**src/rtl/icache_direct.sv**
```systemverilog
// Direct-mapped, read-only instruction cache. It returns the instruction combinationally on a hit.
// On a miss it stalls the PC and refills the whole line, word 0 first, over a req/valid handshake.
module icache_direct #(
    parameter int SETS           = 16,
    parameter int WORDS_PER_LINE = 4
) (
    input  logic        clk,
    input  logic        rst,
    input  logic [31:0] pc,
    input  logic        fetch,
    input  logic        flush,
    output logic [31:0] instr,
    output logic        instr_valid,
    output logic        stall,
    output logic        mem_req,
    output logic [31:0] mem_addr,
    input  logic [31:0] mem_rdata,
    input  logic        mem_rvalid
);

    localparam int O  = $clog2(WORDS_PER_LINE);
    localparam int S  = $clog2(SETS);
    localparam int TW = 30 - O - S;
    localparam logic [O-1:0] LAST_WORD = O'(WORDS_PER_LINE - 1);

    typedef enum logic [0:0] {
        LOOKUP,
        REFILL
    } state_t;

    state_t state, state_next;

    logic [SETS-1:0] valid;
    logic [TW-1:0]   tags [SETS];
    logic [31:0]     data [SETS][WORDS_PER_LINE];

    logic [29-O:0]   line_base;
    logic [O-1:0]    count;

    logic [O-1:0]    offset;
    logic [S-1:0]    index;
    logic [TW-1:0]   pc_tag;
    logic [S-1:0]    refill_index;
    logic [TW-1:0]   refill_tag;
    logic            hit;
    logic            last;
    logic            refill_write;
    logic            unused_pc_bits;

    assign offset         = pc[O+1:2];
    assign index          = pc[O+S+1:O+2];
    assign pc_tag         = pc[31:O+S+2];
    assign unused_pc_bits = ^pc[1:0];

    // The latched line base holds both the refill set and its tag, so later pc changes do not matter.
    assign refill_index = line_base[S-1:0];
    assign refill_tag   = line_base[29-O:S];

    assign hit          = fetch && valid[index] && (tags[index] == pc_tag);
    assign last         = (count == LAST_WORD);
    assign refill_write = !rst && !flush && (state == REFILL) && mem_rvalid;

    assign instr    = data[index][offset];
    assign mem_addr = {line_base, count, 2'b00};

    always_comb begin
        state_next  = state;
        instr_valid = 1'b0;
        stall       = 1'b0;
        mem_req     = 1'b0;
        if (!rst) begin
            case (state)
                LOOKUP: begin
                    if (flush) begin
                        stall = fetch;
                    end else if (hit) begin
                        instr_valid = 1'b1;
                    end else if (fetch) begin
                        stall      = 1'b1;
                        state_next = REFILL;
                    end
                end
                REFILL: begin
                    stall   = 1'b1;
                    mem_req = 1'b1;
                    if (flush || (mem_rvalid && last)) begin
                        state_next = LOOKUP;
                    end
                end
                default: state_next = LOOKUP;
            endcase
        end
    end

    // A flush wins over a pending miss or refill beat, so no line can become valid in that cycle.
    always_ff @(posedge clk) begin
        if (rst) begin
            state <= LOOKUP;
            valid <= '0;
            count <= '0;
        end else begin
            state <= state_next;
            if (flush) begin
                valid <= '0;
                count <= '0;
            end else if (state == LOOKUP && fetch && !hit) begin
                line_base    <= pc[31:O+2];
                count        <= '0;
                valid[index] <= 1'b0;
            end else if (state == REFILL && mem_rvalid) begin
                count <= count + 1'b1;
                if (last) begin
                    valid[refill_index] <= 1'b1;
                end
            end
        end
    end

    always_ff @(posedge clk) begin
        if (refill_write) begin
            data[refill_index][count] <= mem_rdata;
            if (last) begin
                tags[refill_index] <= refill_tag;
            end
        end
    end

endmodule

```
**config.mk**
```make
export PLATFORM = sky130hd
export DESIGN_NAME = icache_direct
export DESIGN_NICKNAME = d
export VERILOG_FILES = /design/src/rtl/icache_direct.sv
export SDC_FILE = /design/constraint.sdc
export NUM_CORES = 2
export LEC_CHECK = 0
export CAP_MARGIN = 20
export CORE_MARGIN = 5
export CORE_UTILIZATION = 34
export CTS_BUF_LIST = sky130_fd_sc_hd__clkbuf_4
export DETAILED_ROUTE_END_ITERATION = 8
export REMOVE_ABC_BUFFERS = 1
export SLEW_MARGIN = 20
export SYNTH_ARGS = -nofsm -noshare
export SYNTH_HDL_FRONTEND = slang
export SYNTH_SLANG_ARGS = --single-unit
```
**constraint.sdc**
```tcl
create_clock -name clk -period 14.4 [get_ports clk]
set_clock_uncertainty 0.1 [all_clocks]
set_input_delay 2.88 -clock clk [delete_from_list [all_inputs] [get_ports clk]]
set_output_delay 2.88 -clock clk [all_outputs]
set_load 0.02 [all_outputs]
```
**After elaboration in Yosys (flattened, before gate mapping)**

Memories as Yosys holds them, arrays and structs flattened.
Index checks and enable logic that the tools add are counted.

- $add $sub $neg: 1
- $lt $le $gt $ge: 7
- Equal/unequal tests: 2
- Multiplexer cells: 33
- Bitwise logic cells: 8
- Reduce and logical (&&, ||, !) cells: 22

Operator list:

| kind | number |
|---|---|
| 2-to-1 mux 128 bit | 1 |
| 2-to-1 mux 32 bit | 3 |
| binary-select mux 32 bit (select 2 bit) | 1 |
| demux 32 bit (select 2 bit) | 1 |
| 2-to-1 mux 16 bit | 3 |
| equality test 24 bit | 1 |
| 2-to-1 mux 1 bit | 19 |
| bitwise AND 16 bit | 1 |
| NOT 16 bit | 1 |
| OR 16 bit | 1 |
| logical AND 1 bit | 12 |
| less-than comparator 4 x 5 -> 1 bit (second input constant) | 2 |
| demux 1 bit (select 4 bit) | 2 |
| greater-or-equal comparator 4 x 1 -> 1 bit (second input constant) | 2 |
| greater-or-equal comparator 3 bit (second input constant) | 2 |
| NOT 2 -> 3 bit | 2 |
| binary-select mux 1 bit (select 4 bit) | 1 |
| one-hot mux 1 bit (2 select lines) | 2 |
| nonzero test 2 bit | 2 |
| logical NOT 1 bit | 3 |
| less-than comparator 3 x 1 -> 1 bit (second input constant) | 1 |
| NOT 1 bit | 3 |
| AND reduction 3 bit | 1 |
| OR reduction 3 bit | 1 |
| other kinds (5) | 5 |

- Bits in registers: 47
- RAM bits: 2,432
- Input port bits: 69
- Output and inout port bits: 67
- Word-level logic and storage cells: 79
- Memories: 2

Memories:

| memory | words | bits a word | read ports | clocked after memory_dff | wr ports | line | text |
|---|---|---|---|---|---|---|---|
| data | 16 | 128 | 1 | 0 | 1 | 35 | `logic [31:0] data [SETS][WORDS_PER_LINE];` |
| tags | 16 | 24 | 1 | 0 | 1 | 34 | `logic [TW-1:0] tags [SETS];` |

**Depth between registers and ports, before layout**

- Word-level depth: 8
- Depth in mapped cells: 14

**Worst setup path before layout**

OpenSTA, ideal clock, no wires.

- Kind: input-to-output
- From: input port pc[5]
- To: output port instr[0]
- Arrival: 5,630 ps
- Required time: 11,420 ps
- Setup slack: 5,790 ps
- Stages on the path: 9
- Buffers on the path: 6
- Cells stage by stage: buf_6 > buf_6 > buf_2 > buf_2 > buf_1 > clkbuf_1 > mux4_2 > mux4_2 > mux4_2

- Longest elaborated chain between the ends: 4

RTL lines:

| item | line | text |
|---|---|---|
| start: declaration | 9 | `input logic [31:0] pc,` |
| memory read (16 x 128 bit) | - |  |
| binary-select mux 32 bit (select 2 bit) | 63 | `assign instr = data[index][offset];` |
| 2-to-1 mux 32 bit (not written as such) (2 in series) | 63 |  |
| end: declaration | 12 | `output logic [31:0] instr,` |

Every way passes these cells. The select of a mux whose other input is x is not followed.

**Worst setup path after layout**

- From: input port pc[4]
- To: output port stall

- Longest elaborated chain between the ends: 8
- Elaborated cells on any way between the ends: 10
- Classes of those cells: eq/ne: 1; mux: 6; reduce/logical: 2; memory: 1

RTL lines:

| item | line | text |
|---|---|---|
| branches (longest 3 deep; another with memory read (16 x 24 bit)) | - |  |
| logical AND 1 bit (*) | 59 | `assign hit = fetch && valid[index] && (tags[index] == pc_tag);` |
| 2-to-1 mux 1 bit (*) | 76 | `end else if (hit) begin` |
| 2-to-1 mux 1 bit (*) | 74 | `if (flush) begin` |
| one-hot mux 1 bit (2 select lines) (*) | 72 | `case (state)` |
| 2-to-1 mux 1 bit (*) | 71 | `if (!rst) begin` |
| end: declaration | 14 | `output logic stall,` |

Mark *: on every way between the ends. The select of a mux whose other input is x is not followed.

==> results.md <==
* CTS Buffer Depth at 4
* Multi-input logic area at 20000 µm²
* Worst Setup SP: pc[4]
* Chip Height at 538 µm
* FF-to-FF setup slack at 10020 ps
* Largest net degree at the start of global routing at 131
* Post-CTS Repair Setup Buffers at 0
* DR iter-0 viols at 3898
* CP max FO at 76
* Later-pin clock latency in the skew report at 1380 ps
* Total power at 14.5 mW
* Status: finished clean
* PD cells at 133 nW/µm²
* Critical path endpoint category: primary output
* Comb pwr share at 4.8%
* Fillcell total at 24600
* Slew Limit Fails at 0
* Share of cells above drive strength 1 at 40.7%
* Sequential power share at 54.8%
* CP Launch Type: primary input
* Pre-Repair DR Iteration Count at 5
* Mapped cell area at 94700 µm²
* RSZ-0062 raised after global routing: no
* Vias at 44300
* Synth cell types at 56
* Cell Area, Placed at 101000 µm²
* Syn Area/Cell at 25.0 µm²
* Time the worst path needs with I/O delays and setup at 10810 ps
* WP data required at 11420 ps
* Post-synthesis sequential area ratio at 78.4%
* Clock transition at the registers of the reported paths at 70 ps
* Initial antenna violation count at 26
* Initial Util at 34.2%
* DPL Wire Length at 116000 µm
* Final period utilization at 75.1%
* Worst r2r src: state$_SDFF_PP0_
* Critical setup path kind: primary input to primary output
* Avg Vias per Cell at 5.17
* Layout Area Growth over Synthesis at 14.9%
* Sw frac at 21.4%
* Finished Core Util at 39.3%
* Commonest non-fill, non-tap cell in the layout: edfxtp_1
* Slew @ Worst Pin at 1170 ps
* Final Hold Viols at 0
* Worst setup endpoint: stall
* Core Area at 277000 µm²
* Drc violations at 0
* Worst Hold Class: register to register
* Final setup TNS at 0 ps
* Mapped Cells at 3784
* H-tree depth at 6
* Chip width at 538 µm
* Layout Nets at 4548
* Seq cells post-synth at 2479
* Fmax at 92.5 MHz
* Switching power at 3.10 mW
* Internal at 11.4 mW
* Max-capacitance violation count at 0
* Final RePlAce weighted congestion at 0.771
* Crit path DAT at 7830 ps
* Leakage power at 33.8 nW
* Sequential Area at 74300 µm²
* FFs w/ async S/R, synth at 0%
* DRT Wirelength at 226000 µm
* Grt ovf at 0
* Yosys top cell by area: edfxtp_1
* First-pass GRT wire length at 325000 µm
* Most frequent cells in the layout: 2460 x edfxtp_1, 945 x clkbuf_4, 771 x mux4_2
* Clock sink count at 2479
* Vias in the first global route at 46800
* R2R depth at 5
* Clock power share at 40.4%
* Number of hold buffers added after cts at 0
* Final ANT Viol Nets at 0
* Row count at 193
* Reg2reg end: data[1][15]$_DFFE_PP_
* Num ports at 136
* CTS buffer count at 650
* Drt wl/cell at 26.3 µm
* CTS tree: done
* Root buf cell: clkbuf_4
* Maximum VDD drop at 0.0798 mV
* Post-synth top area share at 78.0%
* Post-route cell area at 109000 µm²
* Post-synth EDFFs at 2460
* Synth top area cells: edfxtp_1 78%, mux4_2 18%, buf_2 0.51%
* Worst slew margin at 22.1%
* Buffers on Ports at 131
* Ys Warns at 0
* Main synth FF type: edfxtp_1
* Total GRT Usage at 15.5%
* Die ar. at 289000 µm²
* Setup violators final at 0
* Post-cts resize count at 0
## area by class of cell
type / instances / share of cell area, %
antenna: 13 / 0.0299
clock inverter: 92 / 0.610
tap: 3705 / 4.26
sequential: 2479 / 68.2
timing repair buffer: 233 / 1.97
clock buffer: 945 / 6.52
inverter: 12 / 0.0483
multi-input combinational: 1099 / 18.4
## cell usage after synthesis, drive strengths merged, types with 4 or more instances
cell / number
nor2: 79
nand2: 30
mux4: 771
edfxtp: 2460
o21ai: 10
nand4: 5
xor2: 15
xnor2: 17
buf: 128
ha: 4
mux2: 4
clkbuf: 67
nor2b: 5
mux2i: 48
a221oi: 4
a21oi: 6
dfxtp: 19
nor3: 15
nand3: 24
a31o: 17
inv: 12
## per-stage QoR
stage	std cells	worst slack [ps]	hold WS (ps)
2_1_floorplan	3590	3760	344
3_3_place_gp	7521	3560	352
3_5_place_dp	7521	3510	364
4_1_cts	8558	3500	378
5_1_grt	8575	3160	398
6_report	8578	3590	379
## layer usage
metal / wire, µm / part of all wire, % / vias to the layer above / track usage (%)
met3: 15400 / 6.8 / 333 / 3.62
met1: 93000 / 41 / 24000 / 20.6
li1: - / - / 18300 / -
met2: 111000 / 49 / 1704 / 24.9
met5: 34 / 0.015 / - / 0
met4: 6590 / 2.9 / 6 / 5.67
## registers in the layout, summed over array words and instances (netlist names)
signal,cells
data,2048
tags,384
line_base,28
valid,16
count,2
state,1
## worst min path at each step
stage | startpoint | end | slack [ps] | cells past startpoint
6_report | valid[11]$_SDFFE_PP0P_ | valid[11]$_SDFFE_PP0P_ | 380 | 1
2_1_floorplan | valid[10]$_SDFFE_PP0P_ | valid[10]$_SDFFE_PP0P_ | 340 | 1
5_1_grt | valid[0]$_SDFFE_PP0P_ | valid[0]$_SDFFE_PP0P_ | 400 | 1
4_1_cts | valid[14]$_SDFFE_PP0P_ | valid[14]$_SDFFE_PP0P_ | 380 | 1
3_5_place_dp | valid[0]$_SDFFE_PP0P_ | valid[0]$_SDFFE_PP0P_ | 360 | 1
3_3_place_gp | valid[5]$_SDFFE_PP0P_ | valid[5]$_SDFFE_PP0P_ | 350 | 1
## cell families (layout without fill, tap and decap cells)
| kind of cell | count (synthesis) | after routing | share of synthesized area (%) |
|---|---|---|---|
| flops | 2479 | 2479 | 78.4 |
| mux | 823 | 823 | 18.9 |
| buf+inv | 207 | 1282 | 1.05 |
| simple gates | 178 | 178 | 0.869 |
| compound gates | 60 | 60 | 0.483 |
| xor+xnor | 32 | 32 | 0.296 |
| fa+ha+maj | 4 | 4 | 0.0528 |
| other cells | 1 | 15 | 0.00396 |
## power by group through the flow
stage	combinational, mW	clock [mW]	sequential [mW]
3_5_place_dp	0.695	0	8.09
3_3_place_gp	0.685	0	8.09
4_1_cts	0.696	6.04	7.93
6_report	0.691	5.84	7.93
5_1_grt	0.732	6.45	7.92
2_1_floorplan	0.317	0	8.08
## critical path, stage by stage
cell and delay, ps:
buf_8 510, buf_12 610, inv_2 600, mux2i_1 340, a31o_2 330, or4_1 430
nor4b_2 230, nand4b_1 710, nor3_1 380, a211oi_1 90, clkdlybuf4s50_1 560
Power figures use the tool's default switching activity.
